<file path="config.mk">
export PLATFORM = sky130hd
export DESIGN_NAME = dds_spi_master
export DESIGN_NICKNAME = d
export VERILOG_FILES = /design/src/rtl/dds_spi_pkg.sv /design/src/rtl/dds_cmd_fifo.sv /design/src/rtl/dds_spi_master.sv
export SDC_FILE = /design/constraint.sdc
export NUM_CORES = 1
export LEC_CHECK = 0
export ABC_AREA = 1
export ABC_CLOCK_PERIOD_IN_PS = 5400
export BUFFER_PORTS_ARGS = -buffer_cell sky130_fd_sc_hd__buf_2
export CAP_MARGIN = 15
export CORE_MARGIN = 2
export CORE_UTILIZATION = 40
export CTS_CLUSTER_SIZE = 30
export DETAILED_ROUTE_END_ITERATION = 10
export PLACE_DENSITY = 0.61
export SLEW_MARGIN = 30
export SYNTH_ARGS = -nofsm -noshare
export SYNTH_HDL_FRONTEND = slang
export SYNTH_SLANG_ARGS = --single-unit
</file>
<file path="constraint.sdc">
create_clock -name clk -period 5.4 [get_ports clk]
set_input_delay 0.81 -clock clk [delete_from_list [all_inputs] [get_ports clk]]
set_output_delay 0.81 -clock clk [all_outputs]
set_load 0.05 [all_outputs]
</file>
<file path="src/rtl/dds_spi_pkg.sv">
// dds_spi_pkg
// Shared definitions for the DDS SPI control path: the SPI master FSM state
// encoding, the SPI mode encoding ({CPOL, CPHA}) and the default frame width
// and channel count that the register block also relies on.
package dds_spi_pkg;

  localparam int DDS_DATA_W = 16;
  localparam int DDS_NUM_CS = 2;

  typedef enum logic [2:0] {
    ST_IDLE,
    ST_LOAD,
    ST_SETUP,
    ST_SHIFT,
    ST_HOLD,
    ST_GAP
  } spi_state_e;

  // Mode number matches the usual SPI convention: bit 1 = CPOL, bit 0 = CPHA.
  typedef enum logic [1:0] {
    SPI_MODE0 = 2'b00,
    SPI_MODE1 = 2'b01,
    SPI_MODE2 = 2'b10,
    SPI_MODE3 = 2'b11
  } spi_mode_e;

  function automatic logic mode_cpol(input spi_mode_e m);
    return m[1];
  endfunction

  function automatic logic mode_cpha(input spi_mode_e m);
    return m[0];
  endfunction

endpackage

</file>
<file path="src/rtl/dds_cmd_fifo.sv">
// dds_cmd_fifo
// Small synchronous FIFO holding {channel, word} commands for the SPI master.
// Ports:
//   clk, rstn       clock, asynchronous active-low reset
//   push_i, din_i   write strobe and data (ignored while full)
//   pop_i, dout_o   read strobe and head-of-queue data (ignored while empty)
//   full_o, empty_o occupancy flags
module dds_cmd_fifo #(
  parameter int W     = 17,
  parameter int DEPTH = 4
) (
  input  logic         clk,
  input  logic         rstn,
  input  logic         push_i,
  input  logic         pop_i,
  input  logic [W-1:0] din_i,
  output logic [W-1:0] dout_o,
  output logic         full_o,
  output logic         empty_o
);

  localparam int AW = (DEPTH > 1) ? $clog2(DEPTH) : 1;
  localparam logic [AW:0] PTR_ONE = (AW + 1)'(1);

  logic [W-1:0] mem_q [DEPTH];
  // Pointers carry one extra wrap bit so full and empty can be told apart.
  logic [AW:0]  wr_ptr_q;
  logic [AW:0]  rd_ptr_q;
  logic         do_push;
  logic         do_pop;

  assign empty_o = (wr_ptr_q == rd_ptr_q);
  assign full_o  = (wr_ptr_q[AW] != rd_ptr_q[AW]) &&
                   (wr_ptr_q[AW-1:0] == rd_ptr_q[AW-1:0]);
  assign do_push = push_i & ~full_o;
  assign do_pop  = pop_i & ~empty_o;
  assign dout_o  = mem_q[rd_ptr_q[AW-1:0]];

  always_ff @(posedge clk or negedge rstn) begin
    if (!rstn) begin
      wr_ptr_q <= '0;
      rd_ptr_q <= '0;
    end else begin
      if (do_push) wr_ptr_q <= wr_ptr_q + PTR_ONE;
      if (do_pop)  rd_ptr_q <= rd_ptr_q + PTR_ONE;
    end
  end

  always_ff @(posedge clk) begin
    if (do_push) mem_q[wr_ptr_q[AW-1:0]] <= din_i;
  end

endmodule

</file>
<file path="src/rtl/dds_spi_master.sv">
// dds_spi_master
// Write-only SPI master for the DDS control path. Commands are queued in a
// small FIFO and serialised MSB first to one of NUM_CS slaves, in a SPI mode
// chosen per frame from cpol_i/cpha_i. A command equal to the last word sent
// on the same channel can optionally be suppressed.
// Ports:
//   clk, rstn        clock, asynchronous active-low reset
//   wr_data_i/wr_cs_i/wr_valid_i, wr_ready_o   command push handshake
//   cpol_i, cpha_i   SPI mode, latched when a command is popped
//   sck_o, mosi_o, cs_n_o   SPI pins (all registered)
//   busy_o           frame in progress or commands queued
//   frame_done_o     one-cycle pulse as cs_n rises
//   dup_drop_o       one-cycle pulse when a duplicate command is dropped
//   overflow_o       sticky flag: a write was attempted while full
// Parameters CS_SETUP, CS_HOLD and CS_GAP must be at least 1.
module dds_spi_master
  import dds_spi_pkg::*;
#(
  parameter int DATA_W     = DDS_DATA_W,
  parameter int NUM_CS     = DDS_NUM_CS,
  parameter int CS_W       = (NUM_CS > 1) ? $clog2(NUM_CS) : 1,
  parameter int FIFO_DEPTH = 4,
  parameter int CLK_DIV    = 2,
  parameter int CS_SETUP   = 1,
  parameter int CS_HOLD    = 1,
  parameter int CS_GAP     = 2,
  parameter bit SKIP_DUP   = 1'b1
) (
  input  logic              clk,
  input  logic              rstn,
  input  logic [DATA_W-1:0] wr_data_i,
  input  logic [CS_W-1:0]   wr_cs_i,
  input  logic              wr_valid_i,
  output logic              wr_ready_o,
  input  logic              cpol_i,
  input  logic              cpha_i,
  output logic              sck_o,
  output logic              mosi_o,
  output logic [NUM_CS-1:0] cs_n_o,
  output logic              busy_o,
  output logic              frame_done_o,
  output logic              dup_drop_o,
  output logic              overflow_o
);

  localparam int CNT_W = $clog2(2 * DATA_W + 1);
  localparam int DIV_W = (CLK_DIV > 1) ? $clog2(CLK_DIV) : 1;
  // Last-word storage is sized to the full index range so any cs value
  // indexes it without width games; out-of-range slots are simply never used.
  localparam int SLOTS = 1 << CS_W;

  localparam logic [DIV_W-1:0] DIV_LAST   = DIV_W'(CLK_DIV - 1);
  localparam logic [CNT_W-1:0] SETUP_LAST = CNT_W'(CS_SETUP - 1);
  localparam logic [CNT_W-1:0] HOLD_LAST  = CNT_W'(CS_HOLD - 1);
  localparam logic [CNT_W-1:0] GAP_LAST   = CNT_W'(CS_GAP - 1);
  localparam logic [CNT_W-1:0] SHIFT_END  = CNT_W'(2 * DATA_W);

  logic [DATA_W+CS_W-1:0] fifo_dout;
  logic                   fifo_full;
  logic                   fifo_empty;
  logic                   push;
  logic                   pop;

  spi_state_e             state_q;
  spi_mode_e              mode_q;
  logic [DIV_W-1:0]       div_q;
  logic [CNT_W-1:0]       cnt_q;
  logic [DATA_W-1:0]      sr_q;
  logic [DATA_W-1:0]      word_q;
  logic [CS_W-1:0]        cs_q;
  logic [DATA_W-1:0]      last_word_q [SLOTS];
  logic [SLOTS-1:0]       last_valid_q;
  logic                   sck_q;
  logic                   mosi_q;
  logic [NUM_CS-1:0]      cs_n_q;
  logic                   frame_done_q;
  logic                   dup_drop_q;
  logic                   overflow_q;

  logic [CS_W-1:0]        head_cs;
  logic [DATA_W-1:0]      head_word;
  logic                   head_valid;
  logic                   half_end;
  logic                   gap_end;
  logic                   dup_hit;

  assign push = wr_valid_i & ~fifo_full;

  dds_cmd_fifo #(
    .W     (DATA_W + CS_W),
    .DEPTH (FIFO_DEPTH)
  ) u_fifo (
    .clk     (clk),
    .rstn    (rstn),
    .push_i  (push),
    .pop_i   (pop),
    .din_i   ({wr_cs_i, wr_data_i}),
    .dout_o  (fifo_dout),
    .full_o  (fifo_full),
    .empty_o (fifo_empty)
  );

  assign head_cs    = fifo_dout[DATA_W +: CS_W];
  assign head_word  = fifo_dout[DATA_W-1:0];
  assign head_valid = int'(head_cs) < NUM_CS;
  assign half_end   = (div_q == DIV_LAST);
  assign gap_end    = (state_q == ST_GAP) && (cnt_q == GAP_LAST);
  // The last GAP cycle may pop directly so back-to-back frames need no extra
  // IDLE cycle; the cs_n high time is still CS_GAP plus the LOAD cycle.
  assign pop        = ((state_q == ST_IDLE) || gap_end) && !fifo_empty;
  assign dup_hit    = SKIP_DUP && last_valid_q[cs_q] && (last_word_q[cs_q] == word_q);

  always_ff @(posedge clk or negedge rstn) begin
    if (!rstn) begin
      state_q      <= ST_IDLE;
      mode_q       <= SPI_MODE0;
      div_q        <= '0;
      cnt_q        <= '0;
      sr_q         <= '0;
      word_q       <= '0;
      cs_q         <= '0;
      last_valid_q <= '0;
      for (int i = 0; i < SLOTS; i++) last_word_q[i] <= '0;
      sck_q        <= 1'b0;
      mosi_q       <= 1'b0;
      cs_n_q       <= '1;
      frame_done_q <= 1'b0;
      dup_drop_q   <= 1'b0;
      overflow_q   <= 1'b0;
    end else begin
      frame_done_q <= 1'b0;
      dup_drop_q   <= 1'b0;
      if (wr_valid_i && fifo_full) overflow_q <= 1'b1;

      // Commands addressed to a nonexistent channel are popped and forgotten.
      if (pop) begin
        sr_q   <= head_word;
        word_q <= head_word;
        cs_q   <= head_cs;
        mode_q <= spi_mode_e'({cpol_i, cpha_i});
      end

      case (state_q)
        ST_IDLE: begin
          sck_q  <= cpol_i;
          mosi_q <= 1'b0;
          if (pop && head_valid) state_q <= ST_LOAD;
        end

        ST_LOAD: begin
          sck_q <= mode_cpol(mode_q);
          div_q <= '0;
          cnt_q <= '0;
          if (dup_hit) begin
            dup_drop_q <= 1'b1;
            state_q    <= ST_IDLE;
          end else begin
            cs_n_q  <= ~(NUM_CS'(1) << cs_q);
            state_q <= ST_SETUP;
            // CPHA=0 slaves sample on the first edge, so the MSB goes out now.
            if (!mode_cpha(mode_q)) begin
              mosi_q <= sr_q[DATA_W-1];
              sr_q   <= sr_q << 1;
            end else begin
              mosi_q <= 1'b0;
            end
          end
        end

        ST_SETUP: begin
          div_q <= half_end ? '0 : div_q + 1'b1;
          if (half_end) begin
            if (cnt_q == SETUP_LAST) begin
              sck_q   <= ~sck_q;
              cnt_q   <= CNT_W'(1);
              state_q <= ST_SHIFT;
              if (mode_cpha(mode_q)) begin
                mosi_q <= sr_q[DATA_W-1];
                sr_q   <= sr_q << 1;
              end
            end else begin
              cnt_q <= cnt_q + 1'b1;
            end
          end
        end

        // cnt_q counts SCK toggles already made; even toggles are leading
        // edges. Data advances on leading edges for CPHA=1, trailing for 0.
        ST_SHIFT: begin
          div_q <= half_end ? '0 : div_q + 1'b1;
          if (half_end) begin
            if (cnt_q == SHIFT_END) begin
              cnt_q   <= '0;
              state_q <= ST_HOLD;
            end else begin
              sck_q <= ~sck_q;
              cnt_q <= cnt_q + 1'b1;
              if (mode_cpha(mode_q) == ~cnt_q[0]) begin
                mosi_q <= sr_q[DATA_W-1];
                sr_q   <= sr_q << 1;
              end
            end
          end
        end

        ST_HOLD: begin
          div_q <= half_end ? '0 : div_q + 1'b1;
          if (half_end) begin
            if (cnt_q == HOLD_LAST) begin
              cs_n_q             <= '1;
              frame_done_q       <= 1'b1;
              last_word_q[cs_q]  <= word_q;
              last_valid_q[cs_q] <= 1'b1;
              cnt_q              <= '0;
              state_q            <= ST_GAP;
            end else begin
              cnt_q <= cnt_q + 1'b1;
            end
          end
        end

        ST_GAP: begin
          mosi_q <= 1'b0;
          cnt_q  <= cnt_q + 1'b1;
          if (gap_end) state_q <= (pop && head_valid) ? ST_LOAD : ST_IDLE;
        end

        default: state_q <= ST_IDLE;
      endcase
    end
  end

  assign wr_ready_o   = ~fifo_full;
  assign busy_o       = (state_q != ST_IDLE) | ~fifo_empty;
  assign sck_o        = sck_q;
  assign mosi_o       = mosi_q;
  assign cs_n_o       = cs_n_q;
  assign frame_done_o = frame_done_q;
  assign dup_drop_o   = dup_drop_q;
  assign overflow_o   = overflow_q;

endmodule

</file>
# Word-level counts from Yosys, hierarchy flattened
# Memories as Yosys holds them, arrays and structs flattened.
# Index checks and enable logic that the tools add are counted.
[word_totals]
inputBits = 22
ram_bits = 68
rom_bits = 0
out_inout_bits = 9
mem_count = 1
elab_cells = 153
latchBits = 0
register_bits = 92
[mem_list]
columns = ["name", "depth", "word_bits", "read_ports", "rd_ports_with_merged_regs", "write_ports", "line_no", "text"]
rows = [
  ["u_fifo.mem_q", 4, 17, 1, 0, 1, "dds_cmd_fifo.sv:25", "logic [W-1:0] mem_q [DEPTH];"],
]
[op_classes]
div = 0
add_sub_neg = 4
n_reduce_logical = 25
magnitude_cmp = 4
n_mux = 65
n_eq_ne = 24
bitwise_logic = 11
mul = 0
shifts = 1
[op_table]
columns = ["operator", "n"]
rows = [
  ["$mux W16", 13],
  ["$pmux W16 S3", 1],
  ["$mux W6", 6],
  ["$bwmux W32", 1],
  ["$pmux W6 S5", 1],
  ["$mux W1", 24],
  ["$mux W3", 8],
  ["$ne A2 B2 Y1 const B", 11],
  ["$pmux W3 S6", 1],
  ["$demux W16 S1", 1],
  ["$eq A16 B16 Y1", 1],
  ["$reduce_and A8 Y1", 2],
  ["$mux W2", 4],
  ["$pmux W1 S4", 2],
  ["$reduce_and A4 Y1", 2],
  ["$reduce_bool A4 Y1", 2],
  ["$logic_and A1 B1 Y1", 7],
  ["$add A3 B1 Y3 const B", 2],
  ["$add A6 B1 Y6 const B", 1],
  ["$eq A3 B2 Y1 const B", 2],
  ["$eq A3 B3 Y1 const B", 2],
  ["$eq A6 B1 Y1 const B", 1],
  ["$eq A6 B6 Y1 const B", 1],
  ["$logic_not A6 Y1", 1],
  ["other kinds (31)", 37],
]

# Logic depth before layout (Yosys ltp)
[depth]
depth_word = 9
depth_mapped = 15
mapped_depth_nobuf = 13

# Cells and area by module
# A second synthesis with hierarchy kept.
[hier_totals]
cells_unflattened = 816
area_unflattened_um2 = 7407.1
[by_module_without_submodules]
columns = ["mod", "area_each_um2", "seq_area_each_um2", "cells_per_inst", "n_inst"]
rows = [
  ["dds_spi_master", 4431.8, 2154.6, 591, 1],
  ["dds_cmd_fifo", 2975.4, 2192.1, 225, 1],
]

# Least setup slack after synthesis
# OpenSTA, ideal clock, no wires.
[synth_path]
kind = "reg-to-reg"
startpoint = "register u_fifo.rd_ptr_q[0]"
endpoint = "memory u_fifo.mem_q[3][0], enable pin"
path_stages_with_launch = 8
setup_ps = 393
arrival_ps = 2277
setup_slack_ps = 2730
required_ps = 5007
period_less_slack_ps = 2670
path_cell_list = "dfrtp_1 buf_2 inv_2 nand2_1 nand2_1 nand4_1 nand2_1 nor2_1"
[synth_via]
elab_chain_cells = 7
[synth_lines]
columns = ["element", "line_no", "text"]
rows = [
  ["start: declaration", "dds_cmd_fifo.sv:28", "logic [AW:0] rd_ptr_q;"],
  ["start signal: assignment", "dds_cmd_fifo.sv:45", "if (do_pop) rd_ptr_q <= rd_ptr_q + PTR_ONE;"],
  ["$eq A2 B2 Y1 (*)", "dds_cmd_fifo.sv:34", "(wr_ptr_q[AW-1:0] == rd_ptr_q[AW-1:0]);"],
  ["$logic_and A1 B1 Y1 (*)", "dds_cmd_fifo.sv:33", "assign full_o = (wr_ptr_q[AW] != rd_ptr_q[AW]) &&"],
  ["$not A1 Y1 (*)", "-", ""],
  ["net wr_ready_o", "dds_spi_master.sv:34", "output logic wr_ready_o,"],
  ["$and A1 B1 Y1", "dds_spi_master.sv:87", "assign push = wr_valid_i & ~fifo_full;"],
  ["$and A1 B1 Y1 (*)", "dds_cmd_fifo.sv:35", "assign do_push = push_i & ~full_o;"],
  ["$mux W1 (*)", "dds_cmd_fifo.sv:50", "if (do_push) mem_q[wr_ptr_q[AW-1:0]] <= din_i;"],
  ["$mux W1 (not written as such) (*)", "dds_cmd_fifo.sv:50", ""],
  ["end: declaration", "dds_cmd_fifo.sv:25", ""],
]
# Mark *: on every way through the listed nets, which the timed path passes. The rest lies on a longest branch.

# Final worst setup path
[layout_path]
startpoint = "register u_fifo.rd_ptr_q[0]"
endpoint = "output busy_o"
[layout_via]
elab_chain_cells = 3
[layout_lines]
columns = ["element", "line_no", "text"]
rows = [
  ["$eq A3 B3 Y1", "dds_cmd_fifo.sv:32", "assign empty_o = (wr_ptr_q == rd_ptr_q);"],
  ["$not A1 Y1", "dds_spi_master.sv:234", "assign busy_o = (state_q != ST_IDLE) | ~fifo_empty;"],
  ["$or A1 B1 Y1", "dds_spi_master.sv:234", ""],
  ["end: declaration", "dds_spi_master.sv:40", "output logic busy_o,"],
]
# No other way between the ends.

==> impl_metrics.csv <==
group,metric,value,unit
status,outcome,"finished clean",
logic_synthesis,syn_area_per_cell,9.00,µm²
placement,port-buffer-count,30,
logic_synthesis,syn_area,0.00728,mm²
drt,routed_wl,16.7,mm
global_route,grt_first_pass_wirelength,27.4,mm
cts,cts-root-buf,"clkbuf_16",
drt,vias,5475,
layout,fillers,1712,
pwr,p_seq_share,48.7,%
pwr,internal-power,2.18,mW
pwr,switching_power,792,µW
sta,fin_setup_tns,0,ps
worst_setup_path,cp_data_required_time,4590,ps
layout,final_util,46.2,%
global_route,antenna_found_initial,0,
layout,seq_area,0.00435,mm²
global_route,grt_max_degree,60,
logic_synthesis,ys_top_cells_by_area,"dfrtp_1 31%, edfxtp_1 28%, nand2_1 15%, o21ai_0 4.7%, nand3_1 3.9%",
die,die_y,139,µm
layout,nets,868,
logic_synthesis,synth.distinct_cells,35,
sta,worst_pin_slew,768,ps
die,core_area,0.0179,mm²
drt,first_pass_iters,8,
worst_setup_path,critical_path.max_fanout,37,
logic_synthesis,ys_seq_area_share,59.7,%
cts,cts.sinks,160,
worst_setup_path,arrival,2530,ps
layout,antenna_cells,0,
cts,clk_path_buf_depth,2,
sta,setup_viol,0,
logic_synthesis,synthCells,809,
worst_setup_path,endpoint_kind,"output pin",
pwr,clockPowerShare,42.4,%
worst_setup_path,cp-start-kind,"register",
logic_synthesis,synth_top_family_by_area,"simple AND/OR/NAND/NOR gates",
logic_synthesis,yosysWarnings,0,
sta,finalClockSkew,11.5,ps
logic_synthesis,ys_seq_elements,160,
logic_synthesis,synth-simple-area-share,23.0,%
sta,fmax,0.300,GHz
sta,drv_slew,0,
placement,post-place-ws,2510,ps
pwr,vdd_ir_drop_max,374,µV
logic_synthesis,synth_compound_area_share,9.66,%
sta,max-slew-margin-rel,48.8,%
pwr,p_leak,3.85,nW
layout,multi_input_area,0.00254,mm²
placement,dp_hpwl,11.0,mm
cts,ctsResizeCount,0,
sta,fin_crit,3340,ps
die,die_w,139,µm
cts,insertion_delay,430,ps
cts,tritoncts,"yes",
die,dieArea,0.0193,mm²
sta,fin_ws,2060,ps
layout,syn2layout_area_growth,13.5,%
cts,postCtsSetupBuffers,0,
global_route,track_usage,17.9,%
drt,drtIter0Drc,454,
cts,cts.reportedPaths.clkPinSlew,70,ps
logic_synthesis,syn_nets,839,
placement,gp_congestion,0.863,
cts,hold_buffers,0,
drt,drtAntennaViolNets,0,
sta,finalCritPeriodShare,61.8,%
die,initial_core_util,40.7,%
sta,finalHoldViolCount,0,
logic_synthesis,synth_largest_area_cell,"dfrtp_1",
logic_synthesis,synth_top_area_share,30.9,%
logic_synthesis,synth-xor-area-share,0.842,%
worst_hold_path,hold_class,"reg2reg",
die,io_pins,31,
drt,wl_per_cell,15.4,µm
cts,numCtsBuffers,17,
placement,placed_cells,1048,
logic_synthesis,synth_adder_area_share,1.37,%
pwr,comb_power_share,8.9,%
pwr,swShare,26.6,%
drt,drt-vias-per-instance,5.07,
layout,final_cells,1080,
die,rows,49,
pwr,p_per_area,360,mW/mm²
global_route,first_global_vias,5227,
global_route,grt-ovfl-total,0,
worst_setup_path,path_class,"reg2out",
sta,rsz0062_at_grt,"false",
logic_synthesis,synthMuxAreaShare,0,%
cts,cts-htree-levels,4,
drt,drc,0,
layout,drive_gt1_share,10.2,%
flow_run,maxCapViolCount,0,
cell type report:
class	count	area share, %
clock buffers	17	5.15
clock inverters	15	2.32
inverters	65	2.95
multi-input cells	554	30.8
flip-flops and latches	160	52.6
well taps	229	3.47
repair buffers	40	2.76
worst max-delay path, cell delays in order (launching register included):
cell	delay, ps
dfrtp_1	360
buf_4	240
inv_2	490
nand2_1	110
nand2_1	90
nand3_1	120
nand3_1	90
buf_4	250
nand3_1	130
buf_2	230
kinds of logic after synthesis:
logic type,Yosys count
xor+xnor,7
simple gates,410
compound gates,129
flops,160
fa+ha+maj,8
buf+inv,95
stage by stage:
stage	cell area [µm²]	power (mW)	hold WS, ps
final	8260	2.98	462
after global routing	8260	3.08	484
after CTS	8260	3.00	465
after detailed placement	7640	1.74	452
after global placement	7640	1.74	436
after floorplan	7280	1.63	419
layer usage:
metal	up-vias	track usage, %	share of wire, %
li1	2727	-	-
met1	2581	24.7	48
met2	150	28.6	46
met3	17	3.73	5.1
met4	0	5.74	1.2
met5	-	0	0
power groups by stage:
| stage | Combinational, mW | Clock [mW] | Sequential, mW |
|---|---|---|---|
| global placement | 0.265 | 0 | 1.47 |
| floorplan | 0.146 | 0 | 1.48 |
| CTS | 0.272 | 1.28 | 1.45 |
| global route | 0.297 | 1.32 | 1.46 |
| detailed placement | 0.272 | 0 | 1.47 |
| finish | 0.266 | 1.26 | 1.45 |
cells in the final DEF (no fill, tap or decap), types with 2 or more instances in the layout:
| master | synthesis | final |
|---|---|---|
| a21oi_1 | 36 | 36 |
| a22oi_1 | 15 | 15 |
| buf_2 | 8 | 29 |
| buf_4 | 4 | 11 |
| bufinv_16 | 0 | 2 |
| clkbuf_16 | 0 | 17 |
| clkinvlp_4 | 0 | 2 |
| dfrtp_1 | 90 | 90 |
| dfstp_2 | 2 | 2 |
| edfxtp_1 | 68 | 68 |
| ha_1 | 8 | 8 |
| inv_1 | 61 | 61 |
| inv_2 | 4 | 4 |
| inv_6 | 0 | 4 |
| inv_8 | 0 | 5 |
| nand2_1 | 289 | 287 |
| nand2_2 | 0 | 2 |
| nand3_1 | 57 | 57 |
| nand4_1 | 5 | 5 |
| nor2_1 | 47 | 47 |
| nor3_1 | 4 | 4 |
| o21ai_0 | 69 | 69 |
| o22ai_1 | 3 | 3 |
| xor2_1 | 7 | 7 |
worst paths after layout:
kind	to	cells after the start	start	slack (ps)
worst max-delay path	busy_o	9	u_fifo.rd_ptr_q[0]$_DFFE_PN0P_	2060
worst min-delay path	last_valid_q[0]$_DFFE_PN0P_	2	last_valid_q[0]$_DFFE_PN0P_	460
worst max register to register	sr_q[13]$_DFF_PN0_	13	cs_q$_DFFE_PN0N_	2720
worst min register to register	last_valid_q[0]$_DFFE_PN0P_	2	last_valid_q[0]$_DFFE_PN0P_	460
max in group asynchronous	word_q[0]$_DFFE_PN0N_	2	rstn	3980
min in group asynchronous	last_valid_q[0]$_DFFE_PN0P_	1	rstn	470
flip-flops by register name, summed over array words and instances, names as in the netlist:
name and count:
state_q 3, dup_drop_o 1, cnt_q 6, mosi_o 1, cs_n_o 2, overflow_o 1
last_valid_q 2, div_q 1, frame_done_o 1, u_fifo.mem_q 68, cs_q 1, u_fifo.rd_ptr_q 3
mode_q 2, sr_q 16, word_q 16, u_fifo.wr_ptr_q 3, sck_o 1, last_word_q 32
synthesized netlist by cell type (all sizes together):
cell,count
nand2,290
dfrtp,90
o21ai,69
edfxtp,68
inv,65
nand3,59
nor2,48
a21oi,37
buf,16
a22oi,15
clkbuf,14
ha,8
xor2,7
nand4,5
nor3,5
o22ai,3
dfstp,2
a211oi,1
a31oi,1
and3,1
nand3b,1
o21bai,1
o221ai,1
o31ai,1
or2,1
Power figures use the tool's default switching activity.
